File: config.mk
export PLATFORM = sky130hd
export DESIGN_NAME = mxint_tile_quantiser
export DESIGN_NICKNAME = d
export VERILOG_FILES = /design/src/rtl/mxint_tile_quantiser.sv
export SDC_FILE = /design/constraint.sdc
export NUM_CORES = 2
export LEC_CHECK = 0
export ABC_AREA = 1
export CAP_MARGIN = 40
export CORE_ASPECT_RATIO = 1.75
export CORE_MARGIN = 5
export CORE_UTILIZATION = 45
export CTS_BUF_LIST = sky130_fd_sc_hd__clkbuf_8 sky130_fd_sc_hd__clkbuf_16
export CTS_CLUSTER_DIAMETER = 30
export DETAILED_ROUTE_END_ITERATION = 12
export PLACE_DENSITY_LB_ADDON = 0.15
export SLEW_MARGIN = 20
export SYNTH_ARGS = -nofsm -noshare
export SYNTH_HDL_FRONTEND = slang
export SYNTH_SLANG_ARGS = --single-unit
export TNS_END_PERCENT = 20
File: constraint.sdc
create_clock -name i_clk -period 26.6 [get_ports i_clk]
set_input_delay 5.32 -clock i_clk [delete_from_list [all_inputs] [get_ports i_clk]]
set_output_delay 5.32 -clock i_clk [all_outputs]
set_load 0.01 [all_outputs]
File: src/rtl/mxint_tile_quantiser.sv
// MX integer tile quantiser: quantises each incoming row into k-element blocks
// (bit_width mantissas plus one shared shift) and double-buffers ROWS rows into tiles.
module mxint_tile_quantiser #(
  parameter int ROWS        = 4,
  parameter int COLS        = 8,
  parameter int k           = 2,
  parameter int in_width    = 16,
  parameter int bit_width   = 8,
  parameter int scale_width = 8
) (
  input  logic                          i_clk,
  input  logic                          i_rst,
  input  logic                          i_row_valid,
  output logic                          o_row_ready,
  input  logic signed [in_width-1:0]    i_row [COLS],
  output logic                          o_tile_valid,
  input  logic                          i_tile_ready,
  output logic signed [bit_width-1:0]   o_M [ROWS][COLS],
  output logic [scale_width-1:0]        o_S [ROWS][COLS/k]
);

  localparam int NB   = COLS / k;
  localparam int SMAX = in_width - bit_width;
  localparam int RW   = (ROWS > 1) ? $clog2(ROWS) : 1;

  localparam logic signed [in_width-1:0] MAXV =
    {{(in_width-bit_width+1){1'b0}}, {(bit_width-1){1'b1}}};
  localparam logic signed [in_width-1:0] MINV =
    {{(in_width-bit_width+1){1'b1}}, {(bit_width-1){1'b0}}};

  localparam logic [1:0] EMPTY   = 2'd0;
  localparam logic [1:0] FILLING = 2'd1;
  localparam logic [1:0] FULL    = 2'd2;

  logic [1:0]                  bank_q [2];
  logic [1:0]                  bank_d [2];
  logic                        wr_bank_q, wr_bank_d;
  logic                        rd_bank_q, rd_bank_d;
  logic [RW-1:0]               row_cnt_q, row_cnt_d;
  logic signed [bit_width-1:0] mant_q  [2][ROWS][COLS];
  logic signed [bit_width-1:0] mant_d  [2][ROWS][COLS];
  logic [scale_width-1:0]      scale_q [2][ROWS][NB];
  logic [scale_width-1:0]      scale_d [2][ROWS][NB];

  logic signed [bit_width-1:0] q_mant  [COLS];
  logic [scale_width-1:0]      q_scale [NB];
  logic signed [in_width-1:0]  shifted;
  logic                        fits;
  logic                        row_acc, tile_acc, last_row;

  // Scan shifts from largest to smallest so the smallest shift that fits the whole block wins.
  always_comb begin
    shifted = '0;
    fits    = 1'b0;
    for (int b = 0; b < NB; b++) begin
      q_scale[b] = scale_width'(SMAX);
      for (int s = SMAX; s >= 0; s--) begin
        fits = 1'b1;
        for (int j = 0; j < k; j++) begin
          shifted = i_row[b*k+j] >>> s;
          if (shifted > MAXV || shifted < MINV) fits = 1'b0;
        end
        if (fits) q_scale[b] = scale_width'(s);
      end
      for (int j = 0; j < k; j++) begin
        shifted          = i_row[b*k+j] >>> q_scale[b];
        q_mant[b*k+j]    = shifted[bit_width-1:0];
      end
    end
  end

  assign o_row_ready  = (bank_q[wr_bank_q] != FULL);
  assign o_tile_valid = (bank_q[rd_bank_q] == FULL);
  assign row_acc      = i_row_valid && o_row_ready;
  assign tile_acc     = o_tile_valid && i_tile_ready;
  assign last_row     = (row_cnt_q == RW'(ROWS-1));

  // Row and tile handshakes always target different banks, so both apply in the same cycle.
  always_comb begin
    bank_d    = bank_q;
    wr_bank_d = wr_bank_q;
    rd_bank_d = rd_bank_q;
    row_cnt_d = row_cnt_q;
    mant_d    = mant_q;
    scale_d   = scale_q;
    if (tile_acc) begin
      bank_d[rd_bank_q] = EMPTY;
      rd_bank_d         = ~rd_bank_q;
    end
    if (row_acc) begin
      for (int c = 0; c < COLS; c++) mant_d[wr_bank_q][row_cnt_q][c] = q_mant[c];
      for (int b = 0; b < NB; b++)   scale_d[wr_bank_q][row_cnt_q][b] = q_scale[b];
      if (last_row) begin
        bank_d[wr_bank_q] = FULL;
        row_cnt_d         = '0;
        wr_bank_d         = ~wr_bank_q;
      end else begin
        bank_d[wr_bank_q] = FILLING;
        row_cnt_d         = row_cnt_q + RW'(1);
      end
    end
  end

  always_comb begin
    for (int r = 0; r < ROWS; r++) begin
      for (int c = 0; c < COLS; c++) o_M[r][c] = mant_q[rd_bank_q][r][c];
      for (int b = 0; b < NB; b++)   o_S[r][b] = scale_q[rd_bank_q][r][b];
    end
  end

  always_ff @(posedge i_clk or posedge i_rst) begin
    if (i_rst) begin
      wr_bank_q <= 1'b0;
      rd_bank_q <= 1'b0;
      row_cnt_q <= '0;
      for (int n = 0; n < 2; n++) begin
        bank_q[n] <= EMPTY;
        for (int r = 0; r < ROWS; r++) begin
          for (int c = 0; c < COLS; c++) mant_q[n][r][c] <= '0;
          for (int b = 0; b < NB; b++)   scale_q[n][r][b] <= '0;
        end
      end
    end else begin
      wr_bank_q <= wr_bank_d;
      rd_bank_q <= rd_bank_d;
      row_cnt_q <= row_cnt_d;
      bank_q    <= bank_d;
      mant_q    <= mant_d;
      scale_q   <= scale_d;
    end
  end

endmodule
### Word-level counts from Yosys, hierarchy flattened

Cells that the tools add are included.

* eq/ne operators: 3
* shifts and indexed selects: 8
* $lt $le $gt $ge: 134
* add/sub/neg operators: 1
* reductions and logical operators: 70
* muxes and demuxes: 176
* bitwise logic cells: 13

Operators with widths (number)
* 512-bit bitwise mux: 8
* 256-bit 2-to-1 mux: 11
* 256-bit demux with 1-bit select: 8
* 256-bit bitwise mux: 4
* 64-bit demux with 2-bit select: 8
* 128-bit 2-to-1 mux: 7
* 128-bit demux with 1-bit select: 4
* 32-bit demux with 2-bit select: 4
* 16-bit by 8-bit greater-than comparator with 1-bit output (second input constant): 8
* 16-bit by 8-bit < comparator with 1-bit output (second input constant): 8
* 15-bit by 8-bit greater-than comparator with 1-bit output (second input constant): 8
* 15-bit by 8-bit < comparator with 1-bit output (second input constant): 8
* 14-bit by 8-bit greater-than comparator with 1-bit output (second input constant): 8
* 14-bit by 8-bit < comparator with 1-bit output (second input constant): 8
* 4-bit 2-to-1 mux: 27
* 13-bit by 8-bit greater-than comparator with 1-bit output (second input constant): 8
* 13-bit by 8-bit < comparator with 1-bit output (second input constant): 8
* 12-bit by 8-bit greater-than comparator with 1-bit output (second input constant): 8
* 12-bit by 8-bit < comparator with 1-bit output (second input constant): 8
* 11-bit by 8-bit greater-than comparator with 1-bit output (second input constant): 8
* 11-bit by 8-bit < comparator with 1-bit output (second input constant): 8
* 10-bit by 8-bit greater-than comparator with 1-bit output (second input constant): 8
* 10-bit by 8-bit < comparator with 1-bit output (second input constant): 8
* 8-bit 2-to-1 mux: 10
* 32 further kinds: 202

* output and inout port bits: 386
* register bits: 776
* input port bits: 132
* word-level logic and storage cells: 506

### Depth between registers and ports, before layout

* depth in word-level cells: 21
* depth in mapped cells: 23

### Least setup slack after synthesis

Ideal clock, no wire load.

* kind: input -> register
* start point: input port i_row[63] (netlist bit)
* end point: register mant_q[285] (netlist bit)
* stages: 15
* library setup time: 0.120 ns
* slack: 19.455 ns
* data arrival time: 7.025 ns
* required time: 26.480 ns
* cell sequence: buf_6 > nor2_2 > nand3_1 > o21ai_1 > nor3b_4 > nand2_4 > nand2_8 > nand2_8 > buf_6 > o21ai_2 > nand2_1 > o21ai_1 > nand2_2 > nand4_1 > nand2_1

* cells in the longest elaborated chain, start to end: 17
* elaborated cells on any way between the ends: 54
* classes of those cells: order compare (16); shift (2); mux (28); reduce/logical (8)

Ends and longest elaborated chain
* start: declaration: line 15 `input logic signed [in_width-1:0] i_row [COLS],`
* 9-bit by 8-bit greater-than comparator with 1-bit output / 9-bit by 8-bit < comparator with 1-bit output (equally long branches): line 61 `if (shifted > MAXV || shifted < MINV) fits = 1'b0;`
* 1-bit logical OR: line 61
* 1-bit 2-to-1 mux (2 in series): line 61
* 4-bit 2-to-1 mux (7 in series): line 63 `if (fits) q_scale[b] = scale_width'(s);`
* 8-bit 2-to-1 mux: line 63
* 16-bit by 8-bit >>> shifter with 8-bit output: line 66 `shifted = i_row[b*k+j] >>> q_scale[b];`
* 512-bit bitwise mux: line 91 `for (int c = 0; c < COLS; c++) mant_d[wr_bank_q][row_cnt_q][c] = q_mant[c];`
* 512-bit bitwise mux * (3 in series): line 91
* end signal: assignment: line 128 `mant_q <= mant_d;`
* end: declaration: line 40 `logic signed [bit_width-1:0] mant_q [2][ROWS][COLS];`

Every way passes the cells marked *; elsewhere a longest branch is shown, timed or not.
A chain may end at the register's enable or synchronous reset.

==> qor.yml <==
drt:
  first_pass_iters: 12
  antenna_left: 0
  viasPerCell: 5.37
  wl_per_cell_um: 21.6
  drc: 0
  wirelength_um: 139000
  first_iter_violations: 3303
  routed-via-count: 34500
placement:
  globalplace.congestion: 0.945
  hpwl_um: 94900
  io_buffer_count: 453
  place_area_mm2: 0.0402
  dpl_worst_slack_ns: 16.66
synth:
  synth_xor_area_share_pct: 0.0748
  synthesis.area_mm2: 0.0351
  yosys.area_share.adder_pct: 0.142
  syn_avg_cell_area_um2: 7.08
  synth_cells: 4959
  synth_mux_area_share_pct: 0
  yosysSeqAreaShare_pct: 46.2
  synth_compound_area_share_pct: 6.70
  synth_top_family_by_area: "simple AND/OR/NAND/NOR gates"
  ys_warn_count: 0
  synthSimpleGateAreaFrac_pct: 38.5
  ys_types: 43
  ys_ff_latch: 648
worst_setup_path:
  start_kind: "flop"
  reg2reg_from: "wr_bank_q"
  crit_fanout: 120
  cp_num_cells: 7
  path_buf_inv: 5
  cp.required_ns: 21.28
  slowest_delay_ns: 0.77
  worstReg2RegEnd: "mant_q[450]"
  worstPathCellList: "inv_8 > buf_4 > buf_4 > buf_12 > nand2_1 > nand2_1 > clkdlybuf4s50_1"
  critPathTopFamily: "buffers and inverters"
  crit_arrival_ns: 4.58
  crit_path_end_kind: "output port"
  slowest_stage: "buf_4"
  regToRegSetupSlack_ns: 22.90
  path_class: "reg2out"
  reg2reg_depth: 11
grt:
  grt_use_total_pct: 31.9
  antenna_found_initial: 6
  grt_pass1_wl_um: 207000
  grt_overflow: 0
  grt_start_max_net_pins: 201
  grt_pass1_vias: 33300
clock_network:
  cts_max_level: 3
  clk_pin_slew_ns: 0.05
  numCtsBuffers: 110
  cts_sinks: 648
  post_cts_buffers: 0
  cts_resized: 0
  cts_tree: "built"
  clkLatencyLatePin_ns: 0.71
  cts_hold_buf: 0
  cts_root_buf: "clkbuf_16"
  cts_buffer_depth: 3
hold_path:
  min_from: "mant_q[336]"
  min_path_cells: 2
  worstHoldEndpoint: "mant_q[336]"
  hp-class: "reg2reg"
cells_and_area:
  mostFrequentLayoutCells: "nand2_1 (2313), dfrtp_1 (647), nand3_1 (610)"
  design_area_mm2: 0.0442
  final_common_cell: "nand2_1"
  syn_to_final_growth_pct: 25.7
  drive_gt1_share_pct: 8.65
  fill_cells: 7383
  nNetsFinal: 5434
power_and_ir_drop:
  p_leak_nw: 22.9
  power_density_mw_per_mm2: 127
  ir_drop_mv: 0.0813
sta:
  worstMarginPinSlew_ns: 1.01
  period_minus_slack_ns: 9.90
  fin_crit_sh_pct: 37.2
  layout_setup_ws_ns: 16.70
  fmax_ghz: 0.101
  drv_slew: 0
  fin_setup_tns_ns: 0
  relSlewSlack_pct: 32.9
  grt_setup_unrepaired: "false"
  setup_viol: 0
  finalHoldViolCount: 0
  fin_worst_skew_ns: 0.0523
outcome:
  status: "complete, no violations"
die:
  initial_utilization_pct: 45.3
  die_area_mm2: 0.0840
  die_w_um: 221
  rows: 135
  dieHeight_um: 380
  core_area_mm2: 0.0775
  io_pins: 518
job:
  max_cap_violations: 0
[cells in the mapped netlist, drive strengths merged]
cell type	n	area, µm²
nand2	2371	9100
dfrtp	648	16200
nand3	641	3380
o21ai	369	1930
inv	310	1160
clkbuf	203	763
buf	148	996
nor2	99	437
nand4	43	288
a21oi	30	154
or2	30	188
o211ai	14	135
o21a	14	105
nor3	10	60.1
nand3b	8	63.8
clkinv	7	27.5
ha	4	50.1
o22ai	4	25.0
xor2	3	26.3
conb	1	3.75
nor3b	1	18.8
o21bai	1	7.51
[tightest hold or removal path: stages, from the launching register on]
cell	delay [ns]
dfrtp_1	0.33
nand2_1	0.05
nand2_1	0.06
[registers in the layout (all words and copies together), names as in the netlist]
name / count
bank_q: 4
mant_q: 512
rd_bank_q: 1
row_cnt_q: 2
scale_q: 128
wr_bank_q: 1
[layout make-up]
type / instances / area (µm²) / share of cell area (%)
clock buffers: 130 / 3050 / 6.91
multi-input cells: 3706 / 16300 / 36.8
flip-flops and latches: 648 / 16200 / 36.7
well taps: 1027 / 1280 / 2.91
clock inverters: 80 / 835 / 1.89
inverters: 317 / 1210 / 2.75
repair buffers: 515 / 5290 / 12.0
diodes: 3 / 7.51 / 0.0170
[layer usage]
| metal | vias up | part of all wire (%) | global-route usage (%) | routed length (µm) |
|---|---|---|---|---|
| met1 | 16500 | 38 | 37.8 | 52000 |
| met2 | 1463 | 50 | 56.0 | 69600 |
| met4 | 0 | 5.3 | 16.0 | 7420 |
| met3 | 285 | 7.0 | 5.22 | 9660 |
| li1 | 16200 | - | - | - |
| met5 | - | 0 | 0 | 0 |
[how the worst max path moves through the flow]
stage / start / end / slack, ns
finish: rd_bank_q / o_M[202] / 16.70
global route: rd_bank_q / o_M[202] / 16.50
CTS: rd_bank_q / o_tile_valid / 16.35
detailed placement: i_row[15] / mant_q[389] / 16.66
global placement: i_row[15] / mant_q[389] / 16.14
floorplan: i_rst / bank_q[0] / 3.12
[per-stage QoR]
| stage | total power, mW | std cells | hold slack [ns] | utilization (%) |
|---|---|---|---|---|
| after floorplan | 2.89 | 5022 | 0.449 | - |
| after global placement | 4.11 | 6192 | 0.462 | 51.4 |
| after detailed placement | 4.15 | 6208 | 0.465 | 51.8 |
| after CTS | 5.64 | 6418 | 0.480 | 56.8 |
| after global routing | 5.95 | 6424 | 0.488 | 57.0 |
| final | 5.62 | 6426 | 0.475 | 57.0 |
[cells by family (layout without fill, tap and decap cells)]
| family | count (synthesis) | in the layout |
|---|---|---|
| AOI/OAI and AO/OA | 432 | 432 |
| xor gates and xnor gates | 3 | 3 |
| buffers and inverters | 668 | 1042 |
| DFF | 648 | 648 |
| adders and majority gates | 4 | 4 |
| and+or+nand+nor | 3203 | 3203 |
| other | 1 | 67 |
[power by group]
group | internal [mW] | switching, mW | leakage (nW)
Combinational | 1.01 | 1.49 | 13.0
Sequential | 1.43 | 0.225 | 8.03
Clock | 0.916 | 0.545 | 1.92
Power figures use the tool's default switching activity.
